**config.mk**
```make
export PLATFORM = sky130hd
export DESIGN_NAME = voice_allocator
export DESIGN_NICKNAME = d
export VERILOG_FILES = /design/src/rtl/voice_allocator.sv
export SDC_FILE = /design/constraint.sdc
export NUM_CORES = 1
export LEC_CHECK = 0
export BUFFER_PORTS_ARGS = -buffer_cell sky130_fd_sc_hd__buf_4
export CAP_MARGIN = 30
export CORE_ASPECT_RATIO = 0.5
export CORE_MARGIN = 1
export CORE_UTILIZATION = 37
export CTS_BUF_LIST = sky130_fd_sc_hd__clkbuf_4 sky130_fd_sc_hd__clkbuf_8 sky130_fd_sc_hd__clkbuf_16
export DETAILED_ROUTE_END_ITERATION = 8
export SYNTH_ARGS = -nofsm -noshare
export SYNTH_HDL_FRONTEND = slang
export SYNTH_SLANG_ARGS = --single-unit
```
**constraint.sdc**
```tcl
create_clock -name clk_in -period 19.4 [get_ports clk_in]
set_clock_uncertainty 0.15 [all_clocks]
set_input_delay 1.94 -clock clk_in [delete_from_list [all_inputs] [get_ports clk_in]]
set_output_delay 1.94 -clock clk_in [all_outputs]
set_load 0.01 [all_outputs]
```
**src/rtl/voice_allocator.sv**
```systemverilog
// Voice allocator: queues key presses, assigns each to one of a fixed pool of voices,
// steals the oldest voice when none is free, and tracks each voice through hold and release.
module voice_allocator #(
    parameter int NUM_KEYS       = 24,
    parameter int NUM_VOICES     = 4,
    parameter int KEY_W          = 5,
    parameter int RELEASE_CYCLES = 4800,
    parameter int AGE_W          = 16
) (
    input  logic                        clk_in,
    input  logic                        rst_in,
    input  logic [NUM_KEYS-1:0]         gate_in,
    input  logic [NUM_KEYS-1:0]         trigger_in,
    output logic [NUM_VOICES*KEY_W-1:0] voice_key_out,
    output logic [NUM_VOICES-1:0]       voice_gate_out,
    output logic [NUM_VOICES-1:0]       voice_active_out,
    output logic [NUM_VOICES-1:0]       voice_trigger_out,
    output logic                        steal_out,
    output logic                        pending_out
);

    localparam int VIDX_W = (NUM_VOICES > 1) ? $clog2(NUM_VOICES) : 1;
    localparam int CNT_W  = (RELEASE_CYCLES > 1) ? $clog2(RELEASE_CYCLES) : 1;
    localparam logic [CNT_W-1:0] REL_LOAD = CNT_W'(RELEASE_CYCLES - 1);
    localparam logic [AGE_W-1:0] AGE_MAX  = '1;

    typedef enum logic [1:0] {
        FREE    = 2'd0,
        HELD    = 2'd1,
        RELEASE = 2'd2
    } voice_state_t;

    voice_state_t       state_q [NUM_VOICES];
    voice_state_t       state_d [NUM_VOICES];
    logic [KEY_W-1:0]   key_q   [NUM_VOICES];
    logic [KEY_W-1:0]   key_d   [NUM_VOICES];
    logic [AGE_W-1:0]   age_q   [NUM_VOICES];
    logic [AGE_W-1:0]   age_d   [NUM_VOICES];
    logic [CNT_W-1:0]   rel_q   [NUM_VOICES];
    logic [CNT_W-1:0]   rel_d   [NUM_VOICES];
    logic [NUM_VOICES-1:0] trig_d;

    logic [NUM_KEYS-1:0] pending_q;
    logic [NUM_KEYS-1:0] pending_d;
    logic [NUM_KEYS-1:0] svc_onehot;
    logic                svc_valid;
    logic [KEY_W-1:0]    svc_key;

    logic                hit_found, free_found, rel_found, held_found;
    logic [VIDX_W-1:0]   hit_idx, free_idx, rel_idx, held_idx, alloc_idx;
    logic [AGE_W-1:0]    rel_age, held_age;
    logic                steal_d;

    // Lowest-index pending key is serviced; a fresh trigger on that key re-queues it.
    assign svc_onehot = pending_q & (~pending_q + 1'b1);
    assign pending_d  = ((pending_q & ~svc_onehot) | trigger_in) & gate_in;

    // NOTE: every variable written in a combinational block gets a default first,
    // so no path leaves it unassigned and no latch is inferred.
    always_comb begin
        svc_valid = 1'b0;
        svc_key   = '0;
        for (int i = NUM_KEYS - 1; i >= 0; i--) begin
            if (pending_q[i]) begin
                svc_valid = 1'b1;
                svc_key   = KEY_W'(i);
            end
        end
    end

    always_comb begin
        hit_found  = 1'b0;
        free_found = 1'b0;
        rel_found  = 1'b0;
        held_found = 1'b0;
        hit_idx    = '0;
        free_idx   = '0;
        rel_idx    = '0;
        held_idx   = '0;
        rel_age    = '0;
        held_age   = '0;
        for (int v = 0; v < NUM_VOICES; v++) begin
            if (state_q[v] != FREE && key_q[v] == svc_key && !hit_found) begin
                hit_found = 1'b1;
                hit_idx   = VIDX_W'(v);
            end
            if (state_q[v] == FREE && !free_found) begin
                free_found = 1'b1;
                free_idx   = VIDX_W'(v);
            end
            // Strict compare keeps the lowest index on equal ages.
            if (state_q[v] == RELEASE && (!rel_found || age_q[v] > rel_age)) begin
                rel_found = 1'b1;
                rel_idx   = VIDX_W'(v);
                rel_age   = age_q[v];
            end
            if (state_q[v] == HELD && (!held_found || age_q[v] > held_age)) begin
                held_found = 1'b1;
                held_idx   = VIDX_W'(v);
                held_age   = age_q[v];
            end
        end

        if (hit_found)       alloc_idx = hit_idx;
        else if (free_found) alloc_idx = free_idx;
        else if (rel_found)  alloc_idx = rel_idx;
        else                 alloc_idx = held_idx;

        steal_d = svc_valid & ~hit_found & ~free_found & ~rel_found & held_found;
    end

    always_comb begin
        for (int v = 0; v < NUM_VOICES; v++) begin
            state_d[v] = state_q[v];
            key_d[v]   = key_q[v];
            age_d[v]   = age_q[v];
            rel_d[v]   = rel_q[v];
            trig_d[v]  = 1'b0;

            case (state_q[v])
                FREE: begin
                    age_d[v] = '0;
                end
                HELD: begin
                    age_d[v] = (age_q[v] == AGE_MAX) ? AGE_MAX : age_q[v] + 1'b1;
                    if (!gate_in[key_q[v]]) begin
                        state_d[v] = RELEASE;
                        rel_d[v]   = REL_LOAD;
                    end
                end
                RELEASE: begin
                    if (rel_q[v] == '0) begin
                        state_d[v] = FREE;
                        age_d[v]   = '0;
                    end else begin
                        rel_d[v] = rel_q[v] - 1'b1;
                        age_d[v] = (age_q[v] == AGE_MAX) ? AGE_MAX : age_q[v] + 1'b1;
                    end
                end
                default: begin
                    state_d[v] = FREE;
                    age_d[v]   = '0;
                end
            endcase

            // Allocation overrides any release/free transition on the same voice.
            if (svc_valid && alloc_idx == VIDX_W'(v)) begin
                state_d[v] = HELD;
                key_d[v]   = svc_key;
                age_d[v]   = '0;
                rel_d[v]   = '0;
                trig_d[v]  = 1'b1;
            end
        end
    end

    // NOTE: the per-voice register arrays are small state, not storage memories,
    // so they are cleared by the reset like every other flop.
    always_ff @(posedge clk_in or posedge rst_in) begin
        if (rst_in) begin
            for (int v = 0; v < NUM_VOICES; v++) begin
                state_q[v] <= FREE;
                key_q[v]   <= '0;
                age_q[v]   <= '0;
                rel_q[v]   <= '0;
            end
            pending_q         <= '0;
            voice_gate_out    <= '0;
            voice_active_out  <= '0;
            voice_trigger_out <= '0;
            steal_out         <= 1'b0;
            pending_out       <= 1'b0;
        end else begin
            // NOTE: non-blocking assignments make every flop sample the
            // pre-edge values, independent of statement order.
            for (int v = 0; v < NUM_VOICES; v++) begin
                state_q[v]          <= state_d[v];
                key_q[v]            <= key_d[v];
                age_q[v]            <= age_d[v];
                rel_q[v]            <= rel_d[v];
                voice_gate_out[v]   <= (state_d[v] == HELD);
                voice_active_out[v] <= (state_d[v] != FREE);
            end
            pending_q         <= pending_d;
            voice_trigger_out <= trig_d;
            steal_out         <= steal_d;
            pending_out       <= |pending_d;
        end
    end

    always_comb begin
        voice_key_out = '0;
        for (int v = 0; v < NUM_VOICES; v++) begin
            voice_key_out[v*KEY_W +: KEY_W] = key_q[v];
        end
    end

endmodule

```
==> run summary <==
status: completed
Peak VDD IR: 0.0940 mV
Seq/Total Area, Yosys: 33.2%
CP peak stage delay: 900 ps
Cell Pwr Density: 124 nW/um^2
Routed Antenna Nets: 0
Routed Wire Length: 39300 um
post-cts resize count: 0
Pre-antenna DRT Iters: 5
final instance area: 15400 sq um
FFs w/ async S/R, synth: 100%
Reg2Reg Capture Point: age_q[30]$_DFF_PP0_
min-delay src: age_q[0]$_DFF_PP0_
Post-Synth Simple-Gate Area: 19.7%
syn nets: 1667
row count: 49
RSZ-0062 raised after global routing: no
TritonCTS Buffers: 17
hold_ws: 359 ps
area growth from synthesis to layout: 12.4%
cells on worst reg2reg path: 28
H-tree depth: 4
Tcrit/Tclk final: 47.7%
Layout Nets: 1723
Setup CP Type: register to register
Critical Path Source: state_q[7]$_DFF_PP0_
final setup margin: 10140 ps
vias in the first global route: 11200
fin. max-slew vios: 0
fmax: 108 MHz
Max-Cap Viols: 0
delay-heaviest family, CP: compound AO/OA/AOI/OAI gates
Post-Synthesis Cells: 1497
endpoints failing hold: 0
final core utilization: 42.6%
number of cells on the critical path: 28
post-CTS setup buffers: 0
Worst path most repeated cell: ha_1
Worst Path Buf+Inv: 3
post-synthesis cell type count: 83
post-placement cell area: 14800 sq um
diode count: 0
drt via density: 5.68
I/O Buffers: 83
worst slew pin tran: 1020 ps
Routed WL per cell: 19.2 um
die width: 274 um
Post-Route Setup TNS: 0 ps
antenna violations before repair: 0
Initial DRC Count: 893
post-synthesis compound-gate area fraction: 18.5%
root buf cell: clkbuf_16
final RePlAce weighted congestion: 0.949
EDFF count, synth: 0
Worst Path Arrival: 9420 ps
most common cell after layout, fill and taps aside: dfrtp_1
final setup vio count: 0
Yosys warnings: 0
multiplexer share of the synthesized area: 9.47%
Slew HR: 31.9%
CTS sink cnt: 182
Critical Path Slowest Stage Cell: a211oi_4
share of layout cells above drive strength 1: 15.4%
xor and xnor area share after synthesis: 4.46%
CP Capture Type: register
cts hold-fix bufs: 0
Worst Setup EP: age_q[30]$_DFF_PP0_
Starting Density: 37.9%
DP HPWL: 29900 um
ys flop type: dfrtp_1
Via Count: 11600
largest family of logic cells by synthesized area: simple AND/OR/NAND/NOR gates
Worst EP required: 19560 ps
All-Layer GR Usage: 21.2%
Vert. Die Dim: 138 um
Reg clk slew, reported paths: 70 ps
syn avg cell area: 9.17 sq um
CTS tree: yes
Mapped Area: 13700 sq um
clk_lat worst skew: 460 ps
flops & latches, synth: 182
Core Region: 36200 sq um
adder-cell share of the synthesized area: 10.9%
final worst path period need: 9260 ps
crit path max fanout: 24
largest net degree at the start of global routing: 137
post-place setup slack: 10050 ps
Leak: 6.37 nW
die area: 37900 sq um
Reg-to-Reg Start: state_q[7]$_DFF_PP0_
startpoint types: register
total grt overflow: 0
drt drc: 0
I/O Pins: 84
first-pass GRT wire length: 63000 um
r2r setup slk: 10140 ps
HP Class: register to register
CTS max path bufs: 2
Fillers: 3575
most frequent cells in the layout: 182 x dfrtp_1, 140 x a21oi_1, 127 x nor2_1
report_power, final:
| group | switching, W | internal, W | total (W) |
|---|---|---|---|
| Clock | 0.000173 | 0.000191 | 0.000363 |
| Combinational | 0.000571 | 0.000393 | 0.000964 |
| Sequential | 0.000117 | 0.000472 | 0.000589 |
| Total | 0.000861 | 0.00106 | 0.00192 |
synth_stat cells (12+ instances only):
cell type / number / area share, %
ha_1: 120 / 11
dfrtp_1: 182 / 33
nor3_1: 55 / 2.0
a211oi_1: 22 / 1.2
mux2_2: 44 / 3.6
nand4_1: 27 / 1.2
inv_1: 64 / 1.7
a31oi_1: 21 / 0.96
nor2b_1: 26 / 1.2
a21o_1: 12 / 0.66
and3_1: 16 / 0.73
nor4_1: 20 / 0.91
nand2_1: 118 / 3.2
and2_1: 13 / 0.59
xor2_1: 31 / 2.0
clkbuf_1: 39 / 1.1
mux4_2: 27 / 4.4
mux2i_1: 13 / 0.95
a21oi_1: 141 / 5.1
nor2_1: 127 / 3.5
o21ai_0: 56 / 2.0
o21a_1: 26 / 1.4
nand3_1: 54 / 2.0
xnor2_1: 39 / 2.5
kinds of logic after synthesis:
kind of cell / count (synthesis)
mux: 90
simple gates: 532
fa+ha+maj: 120
flops: 182
buf+inv: 119
compound gates: 384
xor+xnor: 70
stage by stage:
step,cells,power [W]
floorplan,1497,0.00130
global placement,2015,0.00154
detailed placement,2016,0.00155
CTS,2048,0.00192
global route,2050,0.00205
finish,2050,0.00192
worst min path at each step:
stage                       endpoint  slack [ps]  depth (start not counted)
3_3_place_gp   rel_q[38]$_DFFE_PP0P_         340                          2
6_report          age_q[0]$_DFF_PP0_         360                          1
4_1_cts        rel_q[13]$_DFFE_PP0P_         360                          1
5_1_grt           age_q[0]$_DFF_PP0_         390                          1
3_5_place_dp   rel_q[13]$_DFFE_PP0P_         340                          1
2_1_floorplan     age_q[0]$_DFF_PP0_         320                          1
registers in the layout (all words and copies together), names as in the netlist:
name and cells:
state_q 8, pending_q 24, rel_q 52, voice_active_out 4
age_q 64, steal_out 1, voice_key_out 20, voice_gate_out 4
voice_trigger_out 4, pending_out 1
worst reg2reg max path: cells and delay by family (launching register included):
kind | cells | cell delay [ps]
AO/OA/AOI/OAI | 10 | 3590
adder cells (fa/ha/maj) | 4 | 1630
buffers and inverters | 3 | 780
flip-flops | 1 | 400
multiplexers | 1 | 380
AND/OR/NAND/NOR | 10 | 2210
per-layer routing:
| layer | up-vias | share of wire, % | wire length [um] | global-route usage (%) |
|---|---|---|---|---|
| li1 | 5681 | - | - | - |
| met1 | 5631 | 49 | 19100 | 30.2 |
| met2 | 282 | 44 | 17400 | 32.4 |
| met3 | 54 | 4.5 | 1770 | 3.65 |
| met4 | 0 | 2.8 | 1090 | 7.02 |
| met5 | - | 0 | 0 | 0 |
cell type report:
class,count,area (sq um),share of cell area (%)
clock buffers,19,453,2.93
repair buffers,92,738,4.78
multi-input cells,1196,8680,56.2
flip-flops and latches,182,4550,29.5
inverters,64,248,1.60
well taps,484,606,3.92
clock inverters,13,158,1.02
(Power assumes the default switching activity.)
